`config.mk`:
```
export PLATFORM = sky130hd
export DESIGN_NAME = jt12_wrbuf
export DESIGN_NICKNAME = d
export VERILOG_FILES = /design/src/rtl/jt12_wrbuf_pkg.sv /design/src/rtl/jt12_wrbuf_fifo.sv /design/src/rtl/jt12_wrbuf.sv
export SDC_FILE = /design/constraint.sdc
export NUM_CORES = 1
export LEC_CHECK = 0
export BUFFER_PORTS_ARGS = -buffer_cell sky130_fd_sc_hd__buf_2
export CORE_MARGIN = 2
export CORE_UTILIZATION = 45
export DETAILED_ROUTE_END_ITERATION = 6
export SETUP_SLACK_MARGIN = 0.2
export SYNTH_ARGS = -nofsm -noshare
export SYNTH_HDL_FRONTEND = slang
export SYNTH_SLANG_ARGS = --single-unit
```
`constraint.sdc`:
```
create_clock -name clk -period 7.4 [get_ports clk]
set_clock_uncertainty 0.1 [all_clocks]
set_input_delay 0.37 -clock clk [delete_from_list [all_inputs] [get_ports clk]]
set_output_delay 0.37 -clock clk [all_outputs]
set_load 0.1 [all_outputs]
```
`src/rtl/jt12_wrbuf_pkg.sv`:
```
// jt12_wrbuf_pkg: shared types and constants for the jt12 host write buffer
package jt12_wrbuf_pkg;
  localparam int ENTRY_W = 10;
  typedef enum logic [1:0] {IDLE, STROBE, GAP, WAIT_BUSY} state_t;
endpackage

```
`src/rtl/jt12_wrbuf_fifo.sv`:
```
// jt12_wrbuf_fifo: single-clock FIFO with occupancy count, full and empty flags
module jt12_wrbuf_fifo
  import jt12_wrbuf_pkg::*;
#(
  parameter int DEPTH = 16,
  parameter int AW    = 4
) (
  input  logic               clk,
  input  logic               rst_n,
  input  logic               push,
  input  logic               pop,
  input  logic [ENTRY_W-1:0] din,
  output logic [ENTRY_W-1:0] dout,
  output logic [AW:0]        level,
  output logic               full,
  output logic               empty
);
  logic [ENTRY_W-1:0] mem [DEPTH];
  logic [AW-1:0] wr_ptr, rd_ptr;
  logic do_push, do_pop;
  assign do_push = push & ~full;
  assign do_pop  = pop & ~empty;
  assign full    = level == (AW+1)'(DEPTH);
  assign empty   = level == '0;
  assign dout    = mem[rd_ptr];
  always_ff @(posedge clk)
    if (do_push) mem[wr_ptr] <= din;
  always_ff @(posedge clk or negedge rst_n)
    if (!rst_n) begin
      wr_ptr <= '0;
      rd_ptr <= '0;
      level  <= '0;
    end else begin
      wr_ptr <= wr_ptr + AW'(do_push);
      rd_ptr <= rd_ptr + AW'(do_pop);
      level  <= level + (AW+1)'(do_push) - (AW+1)'(do_pop);
    end
endmodule

```
`src/rtl/jt12_wrbuf.sv`:
```
// jt12_wrbuf: queues host writes and replays them to jt12_mmr as clean strobes, waiting out busy after data writes
module jt12_wrbuf
  import jt12_wrbuf_pkg::*;
#(
  parameter int DEPTH   = 16,
  parameter int AW      = 4,
  parameter int TIMEOUT = 256
) (
  input  logic        clk,
  input  logic        rst_n,
  input  logic        host_wr,
  input  logic [1:0]  host_addr,
  input  logic [7:0]  host_din,
  output logic        host_full,
  output logic        host_empty,
  output logic [AW:0] host_level,
  output logic        host_ovf,
  output logic        host_tmo,
  input  logic        err_clr,
  output logic        mmr_write,
  output logic [1:0]  mmr_addr,
  output logic [7:0]  mmr_din,
  input  logic        mmr_busy
);
  localparam int CW = $clog2(TIMEOUT + 1);
  state_t state, state_n;
  logic [CW-1:0] cnt, cnt_n;
  logic [ENTRY_W-1:0] head;
  logic fifo_empty, pop, tmo_set;
  jt12_wrbuf_fifo #(.DEPTH(DEPTH), .AW(AW)) u_fifo (
    .clk   (clk),
    .rst_n (rst_n),
    .push  (host_wr),
    .pop   (pop),
    .din   ({host_addr, host_din}),
    .dout  (head),
    .level (host_level),
    .full  (host_full),
    .empty (fifo_empty)
  );
  assign host_empty = fifo_empty && state == IDLE;
  always_comb begin
    state_n = state;
    cnt_n   = cnt;
    pop     = 1'b0;
    tmo_set = 1'b0;
    case (state)
      IDLE: if (!fifo_empty && !mmr_busy) begin
        pop     = 1'b1;
        state_n = STROBE;
      end
      STROBE: state_n = GAP;
      GAP: begin
        state_n = mmr_addr[0] ? WAIT_BUSY : IDLE;
        cnt_n   = '0;
      end
      WAIT_BUSY: if (!mmr_busy) state_n = IDLE;
        else if (cnt == CW'(TIMEOUT - 1)) begin
          tmo_set = 1'b1;
          state_n = IDLE;
        end else cnt_n = cnt + 1'b1;
      default: state_n = IDLE;
    endcase
  end
  // the FIFO discards pushes at full, so host_full here flags exactly the dropped writes
  always_ff @(posedge clk or negedge rst_n)
    if (!rst_n) begin
      state     <= IDLE;
      cnt       <= '0;
      mmr_write <= 1'b0;
      mmr_addr  <= '0;
      mmr_din   <= '0;
      host_ovf  <= 1'b0;
      host_tmo  <= 1'b0;
    end else begin
      state     <= state_n;
      cnt       <= cnt_n;
      mmr_write <= pop;
      if (pop) {mmr_addr, mmr_din} <= head;
      host_ovf  <= err_clr ? 1'b0 : host_ovf | (host_wr & host_full);
      host_tmo  <= err_clr ? 1'b0 : host_tmo | tmo_set;
    end
endmodule

```
# [Yosys cells after proc, flatten, opt, wreduce, memory -nomap -nowiden]
# Memory sizes are Yosys's and may differ from the RTL's. A register that Yosys moved wholly into a read port is not among the register bits.
# Cells that the tools add are included.
[totals] inputBits=15 out_inout_bits=20 mem_count=1 mem_bits_rw=160 reg_bits=27
[classes] n_reduce_logical=10 bitwise_logic=7 muxes=17 addsub=5 n_eq_ne=9
[memory_table] memory="u_fifo.mem" words=16 word_bits=10 rd=1 rd_ports_with_merged_regs=1 write_ports=1 line_no="jt12_wrbuf_fifo.sv:18" text="logic [ENTRY_W-1:0] mem [DEPTH];"
[ops] cell="$mux W9" count=2
[ops] cell="$pmux W9 S2" count=1
[ops] cell="$add A9 B1 Y9 const B" count=1
[ops] cell="$eq A9 B8 Y1 const B" count=1
[ops] cell="$mux W1" count=9
[ops] cell="$add A4 B1 Y4" count=2
[ops] cell="$mux W2" count=4
[ops] cell="$pmux W2 S4" count=1
[ops] cell="$add A5 B1 Y5" count=1
[ops] cell="$eq A5 B5 Y1 const B" count=1
[ops] cell="$logic_not A5 Y1" count=1
[ops] cell="$sub A5 B1 Y5" count=1
[ops] cell="$eq A2 B2 Y1 const B" count=2
[ops] cell="$ne A2 B2 Y1 const B" count=2
[ops] cell="$and A1 B1 Y1" count=3
[ops] cell="$logic_not A1 Y1" count=3
[ops] cell="$ne A3 B3 Y1 const B" count=1
[ops] cell="$reduce_and A3 Y1" count=1
[ops] cell="$eq A2 B1 Y1 const B" count=1
[ops] cell="$logic_and A1 B1 Y1" count=2
[ops] cell="$logic_not A2 Y1" count=1
[ops] cell="$ne A2 B1 Y1 const B" count=1
[ops] cell="$not A1 Y1" count=2
[ops] cell="$or A1 B1 Y1" count=2
[ops] cell="2 further kinds" count=2

# [Depth between registers and ports, before layout]
# Gate-level depths: netlist of the first run.
[logic_depth] ltp_word=7 ltp_mapped=16 mapped_depth_nobuf=14

# [Cells and area by module]
# From an unflattened synthesis of the first run, not the netlist that was laid out.
[hier_totals] hier_cells=451 area_unflattened_um2=7917.6
[modules_own_cells] module="jt12_wrbuf_fifo" cells_each=364 n_inst=1 area_each_um2=6872.8 seq_area_each_um2=5129.9
[modules_own_cells] module="jt12_wrbuf" cells_each=87 n_inst=1 area_each_um2=1044.8 seq_area_each_um2=600.6

# [Least setup slack after synthesis of the first run]
# OpenSTA, ideal clock, no wires.
[synth_timing] kind="reg-to-output" startpoint="reg u_fifo.level[3]" endpoint="out host_empty" t_arrival_ps=3562 stages_incl_launch_ff=5 setup_slack_ps=3368 path_cell_list="dfrtp_1 -> inv_1 -> ha_1 -> nor4b_1 -> nor3b_1"
[synth_between] elab_chain_cells=2
[synth_lines] item="start, declared" line_no="jt12_wrbuf_fifo.sv:14" text="output logic [AW:0] level,"
[synth_lines] item="start signal, assigned" line_no="jt12_wrbuf_fifo.sv:36" text="level <= level + (AW+1)'(do_push) - (AW+1)'(do_pop);"
[synth_lines] item="$logic_not A5 Y1" line_no="jt12_wrbuf_fifo.sv:24" text="assign empty = level == '0;"
[synth_lines] item="$logic_and A1 B1 Y1" line_no="jt12_wrbuf.sv:41" text="assign host_empty = fifo_empty && state == IDLE;"
[synth_lines] item="end, declared" line_no="jt12_wrbuf.sv:15" text="output logic host_empty,"
# Every way passes these cells.

# [Worst setup path in the final report of the first run]
[layout_timing] startpoint="reg u_fifo.level[2]" endpoint="reg u_fifo.level[4]"
[layout_between] elab_chain_cells=7 word_cells_on_any_way=12
[layout_lines] item="branches (longest 6 deep; another with $add A5 B1 Y5)"
[layout_lines] item="$sub A5 B1 Y5 (*)" line_no="jt12_wrbuf_fifo.sv:36"
# Mark *: on every way between the ends.
# A chain may end at the register's enable or synchronous reset.

==> results_dict.tcl, run 1 <==
set metrics [dict create \
    dr.pass1.iters 5 \
    syn_nets 449 \
    max-cap-violations 0 \
    insertion_delay_ns 0.43 \
    power_frac_comb_pct 34.7 \
    die_w_um 136 \
    ys_ff_latch 197 \
    synth_top_family_by_area "multiplexers" \
    achievable-frequency_mhz 289 \
    setup_violations 0 \
    status "completed" \
    final-max-slew-violation-count 0 \
    antenna_left 0 \
    multi_input_area_um2 1950 \
    postPlaceCellArea_um2 8270 \
    root_buffer "clkbuf_16" \
    syn_to_final_growth_pct 12.6 \
    antenna_cells 0 \
    num-fill-cells 1429 \
    crit_buf_inv 5 \
    worst_pin_slew_ns 1.22 \
    min_to "host_ovf" \
    r2r_end "u_fifo.level[4]" \
    arrival_ns 3.72 \
    final_cells 706 \
    p_int_mw 2.32 \
    grt_setup_unrepaired "no" \
    cpPeakStageDelay_ns 0.66 \
    finalHoldViolCount 0 \
    synthXorXnorAreaFrac_pct 1.00 \
    wire_per_inst_um 21.0 \
    gr-total-overflow 0 \
    cellLeakagePower_nw 3.17 \
    rows 48 \
    design_area_um2 8870 \
    die_area_um2 18600 \
    synth.cell_area_um2 7870 \
    first_global_vias 3989 \
    fin_crit_ns 3.46 \
    r2r_start "u_fifo.level[2]" \
    crit_type "register to register" \
    start_util_pct 45.8 \
    crit_required_ns 7.65 \
    synth_compound_area_share_pct 3.72 \
    regArea_um2 5730 \
    fin_setup_tns_ns 0 \
    hpwl_um 9150 \
    reg2reg_slack_ns 3.94 \
    gp_congestion 0.789 \
    power-per-cell-area_nw_per_um2 412 \
    period_share_pct 46.8 \
    yosysSeqAreaShare_pct 72.8 \
    grt_max_degree 42 \
    port_buffers 34 \
    placed_cells 672 \
    synth_cell_type_count 40 \
    wirelength_um 14800 \
    drtIter0Drc 307 \
    numCtsBuffers 17 \
    swShare_pct 36.5 \
    crit_path_cell_trace "inv_1 > ha_1 > nor4b_1 > or4_1 > inv_1 > ha_1 > inv_1 > ha_1 > inv_1 > fa_1 > inv_1 > a21oi_1 > o21bai_1 > xnor2_1" \
    pwr-share-seq_pct 40.4 \
    nNetsFinal 496 \
    peakVddDrop_mv 0.354 \
    drc 0 \
    switchingPower_mw 1.33 \
    htree_levels 4 \
    cp-end-kind "register" \
    grt_usage_pct 17.7 \
    cts_tree "built" \
    antenna_found_initial 0 \
    cp_top_family "adder cells" \
    hold_depth 3 \
    hp-class "input pin to register" \
    finalPower_mw 3.65 \
    routed_via_density 5.46 \
    io_pins 35 \
    critPathSlowestCell "or4_1" \
    drive_gt1_share_pct 24.3 \
    yosys.area_share.adder_pct 2.16 \
    vias 3857 \
    clock_power_share_pct 24.8 \
    ys.warnings.count 0 \
    crit_path_start_kind "register" \
    synth_simple_gate_area_share_pct 3.94 \
    cts.sinks 197 \
    grt_pass1_wl_um 23400 \
    syn_inst 421 \
    slew_headroom_pct 18.5 \
    synthMuxAreaShare_pct 14.0 \
    core_um2 17200 \
    clk_pin_slew_worst_paths_ns 0.07 \
    post_cts_buffers 0 \
    clk_path_buf_depth 2 \
    die_h_um 136 \
    path_max_fanout 23 \
    ff2ff_path_depth 14 \
    holdCritStartpoint "host_wr" \
    critPathMostFrequentCell "inv_1" \
    avgSynthCellArea_um2 18.7 \
]
==> power groups by stage <==
stage	Clock (mW)	Sequential, mW	Combinational, mW
after floorplan	0	1.77	0.750
after global placement	0	1.49	1.27
after detailed placement	0	1.50	1.29
after CTS	0.931	1.48	1.30
after global routing	0.971	1.49	1.38
final	0.906	1.47	1.27
==> worst min-delay path: stages <==
cell     delay, ns
buf_2         0.09
a21oi_1       0.05
nor2_1        0.08
==> worst max path at each step <==
stage	startpoint	cells after the start	slack [ns]	end
4_1_cts	u_fifo.level[2]	14	3.91	u_fifo.level[4]
3_3_place_gp	u_fifo.level[3]	14	4.10	u_fifo.level[4]
5_1_grt	u_fifo.level[2]	14	3.58	u_fifo.level[4]
3_5_place_dp	u_fifo.level[2]	14	3.96	u_fifo.level[4]
6_report	u_fifo.level[2]	14	3.94	u_fifo.level[4]
2_1_floorplan	u_fifo.level[3]	4	3.37	host_empty
==> area by class of cell <==
class / instances / share of cell area, %
multi-input combinational: 191 / 22.0
clock inverter: 14 / 1.68
clock buffer: 18 / 4.84
inverter: 15 / 0.635
sequential: 197 / 64.6
timing repair buffer: 46 / 2.99
tap: 225 / 3.18
==> cells by family after synthesis <==
logic type,count (synthesis)
AO/OA/AOI/OAI,46
XOR/XNOR,9
adder cells (fa/ha/maj),13
buffers and inverters,33
flip-flops,197
multiplexers,60
AND/OR/NAND/NOR,63
==> sequential cells by signal (all words and copies together), names as in the netlist <==
signal,cells
u_fifo.level,5
u_fifo.mem,160
state,2
host_tmo,1
host_ovf,1
mmr_addr,2
u_fifo.wr_ptr,4
mmr_din,8
cnt,9
mmr_write,1
u_fifo.rd_ptr,4
==> cells in the mapped netlist (all sizes together) <==
library cell	count	area (um2)
o31ai	1	7.51
a21oi	14	70.1
a41oi	1	8.76
o41ai	1	8.76
mux2i	20	200
clkinv	1	3.75
mux4	40	901
and4bb	1	12.5
nor2b	3	21.3
and3	3	18.8
o21ai	11	55.1
nand2	20	75.1
buf	15	121
nor4b	1	8.76
ha	12	150
o22ai	1	6.26
nand3	5	25.0
nand4b	1	8.76
or4	1	7.51
fa	1	20.0
o21bai	1	7.51
nand3b	2	15.0
edfxtp	160	4800
clkbuf	3	11.3
inv	14	52.6
nor2	17	63.8
dfrtp	37	926
or3b	1	8.76
nor3b	1	7.51
a21o	1	7.51
a22o	11	96.3
xnor2	5	43.8
xor2	4	35.0
nor3	5	25.0
nand2b	2	12.5
a31oi	4	25.0
==> placed cells by master (no fill, tap or decap), types with 3 or more instances in the layout <==
| master | instances |
|---|---|
| edfxtp_1 | 160 |
| mux4_2 | 40 |
| dfrtp_1 | 36 |
| buf_2 | 34 |
| nand2_1 | 20 |
| mux2i_1 | 20 |
| nor2_1 | 17 |
| clkbuf_16 | 17 |
| inv_1 | 14 |
| a21oi_1 | 14 |
| ha_1 | 12 |
| a22o_1 | 11 |
| o21ai_0 | 10 |
| buf_4 | 10 |
| nand3_1 | 5 |
| xnor2_1 | 5 |
| nor3_1 | 5 |
| inv_6 | 5 |
| xor2_1 | 4 |
| a31oi_1 | 4 |
| and3_1 | 3 |
| clkinv_2 | 3 |
==> per-layer routing <==
metal  wire [um]  vias to the layer above  GRT usage, %
met5           0                        -             0
met4          78                        0          4.69
met3         774                        6          4.29
met2        7460                       89          28.5
met1        6500                     2001          24.3
li1            -                     1761             -
==> stage by stage <==
step / setup slack [ns] / hold slack (ns) / util [%]
finish: 3.94 / 0.105 / 51.6
global route: 3.58 / 0.126 / 51.6
CTS: 3.91 / 0.0832 / 51.6
detailed placement: 3.96 / 0.394 / 48.1
global placement: 4.10 / 0.362 / 48.1
floorplan: 3.37 / -0.0256 / -
==> what timing repair did <==
action / in CTS / in global routing
hold buffers: 2 / 0
endpoints found under the setup margin: 0 / 0
resized for setup: 0 / 0
endpoints found under the hold margin: 39 / 0
Power figures use the tool's default switching activity.
==> run 2: changes to the inputs <==
==> constraint.sdc (replaced) <==
create_clock -name clk -period 3.6 [get_ports clk]
set_clock_uncertainty 0.1 [all_clocks]
set_input_delay 0.18 -clock clk [delete_from_list [all_inputs] [get_ports clk]]
set_output_delay 0.18 -clock clk [all_outputs]
set_load 0.1 [all_outputs]
==> run 2 against run 1 <==
Effect of this change:
- wire length up 1.2%
- first-iteration DRC count is 19% lower
- maximum frequency up 24%
- sequential share of layout area fell by 0.66 points
- register-to-register slack worse by 3.1 ns
- sequential power up 110%
- combinational power up 110%
- critical path depth is the same
==> results_dict.tcl, run 2 (same netlist as run 1, synthesis figures left out) <==
set metrics [dict create \
    status "completed" \
    period_share_pct 77.7 \
    cts_tree "built" \
    grt_usage_pct 17.7 \
    drc 0 \
    gp_congestion 0.788 \
    die_w_um 136 \
    nNetsFinal 510 \
    reg2reg_slack_ns 0.80 \
    dr.pass1.iters 4 \
    numCtsBuffers 17 \
    power-per-cell-area_nw_per_um2 831 \
    peakVddDrop_mv 0.737 \
    largest_reg_flops 160 \
    fin_setup_tns_ns 0 \
    syn_to_final_growth_pct 13.8 \
    top_register "u_fifo.mem" \
    port_buffers 34 \
    fin_crit_ns 2.80 \
    antenna_left 0 \
    root_buffer "clkbuf_16" \
    hp-class "input pin to register" \
    finalHoldViolCount 0 \
    final-max-slew-violation-count 0 \
    postPlaceCellArea_um2 8380 \
    crit_required_ns 3.84 \
    layout_common_cells "edfxtp_1, mux4_2, dfrtp_1, buf_2, buf_4" \
    io_pins 35 \
    design_area_um2 8960 \
    max-cap-violations 0 \
    crit_type "register to register" \
    rows 48 \
    cts.sinks 197 \
    antenna_found_initial 0 \
    die_area_um2 18600 \
    num-fill-cells 1429 \
    drtIter0Drc 249 \
    cts_resized 0 \
    holdBufCountCts 4 \
    start_util_pct 45.8 \
    arrival_ns 3.04 \
    routed_via_density 5.44 \
    largest_registers "u_fifo.mem (160), cnt (9), mmr_din (8)" \
    die_h_um 136 \
    setup_violations 0 \
    cp-end-kind "register" \
    regArea_um2 5730 \
    insertion_delay_ns 0.42 \
    gr-total-overflow 0 \
    grt_pass1_wl_um 23200 \
    vias 3909 \
    wire_per_inst_um 20.9 \
    slew_headroom_pct 44.6 \
    achievable-frequency_mhz 357 \
    antenna_cells 0 \
    htree_levels 4 \
    multi_input_area_um2 1960 \
    core_um2 17200 \
    path_max_fanout 3 \
    hpwl_um 9590 \
    cellLeakagePower_nw 3.21 \
    clk_path_buf_depth 2 \
    grt_max_degree 38 \
    drive_gt1_share_pct 26.4 \
    clk_pin_slew_worst_paths_ns 0.06 \
    wirelength_um 15000 \
    worst_pin_slew_ns 0.831 \
    mostFrequentLayoutCell "edfxtp_1" \
    post_cts_buffers 0 \
    crit_path_start_kind "register" \
    grt_setup_unrepaired "no" \
    first_global_vias 4004 \
]
[run 2: power by group]
group          total [mW]  leakage (nW)  switching [mW]  internal (mW)
clock network        1.73         0.242           0.782          0.947
registers            3.08          1.91           0.255           2.82
logic                2.64          1.06            1.68          0.960
total                7.45          3.21            2.72           4.73
[run 2: final cells by class]
class                   count  share of cell area [%]
well taps                 225                    3.14
flip-flops and latches    197                    64.0
repair buffers             60                    4.33
multi-input cells         191                    21.9
clock buffers              19                    4.83
inverters                  15                   0.628
clock inverters            11                    1.17
[run 2: stage by stage]
stage                     total power [mW]  hold slack (ns)  utilization (%)  std cells  worst slack [ns]
final                                 7.45           0.0357             52.2        718             0.802
after global routing                  7.84           0.0356             52.2        718             0.567
after CTS                             7.55           0.0175             52.2        718             0.787
after detailed placement              5.81            0.236             48.8        684             0.812
after global placement                5.75            0.232             48.8        684             0.837
after floorplan                       5.18           -0.216                -        421             0.299
[run 2: metal layers]
| metal | share of wire (%) | track usage [%] | vias to the layer above | wire, um |
|---|---|---|---|---|
| met1 | 44 | 23.7 | 1995 | 6530 |
| met2 | 49 | 28.3 | 111 | 7290 |
| met4 | 1.8 | 6.13 | 0 | 264 |
| li1 | - | - | 1785 | - |
| met5 | 0 | 0 | - | 0 |
| met3 | 6.1 | 4.40 | 18 | 914 |
[run 2: final timing paths]
kind                                      start                 to  depth (start not counted)
worst max-delay path            u_fifo.level[2]    u_fifo.level[4]                         14
worst min-delay path               host_addr[0]  u_fifo.mem[14][8]                          1
worst max register to register  u_fifo.level[2]    u_fifo.level[4]                         14
worst min register to register           cnt[6]             cnt[6]                          1
max in group asynchronous                 rst_n    u_fifo.level[3]                          2
min in group asynchronous                 rst_n    u_fifo.level[4]                          2
[run 2: worst max-delay path, stage by stage (launching register included)]
cell and delay (ns):
dfrtp_2 0.37, inv_1 0.06, ha_1 0.20, nor4b_1 0.16, or4_1 0.43, inv_1 0.10
ha_1 0.23, inv_1 0.06, ha_1 0.16, inv_1 0.05, fa_1 0.39, inv_1 0.07
a21oi_1 0.06, o21bai_1 0.15, xnor2_1 0.13
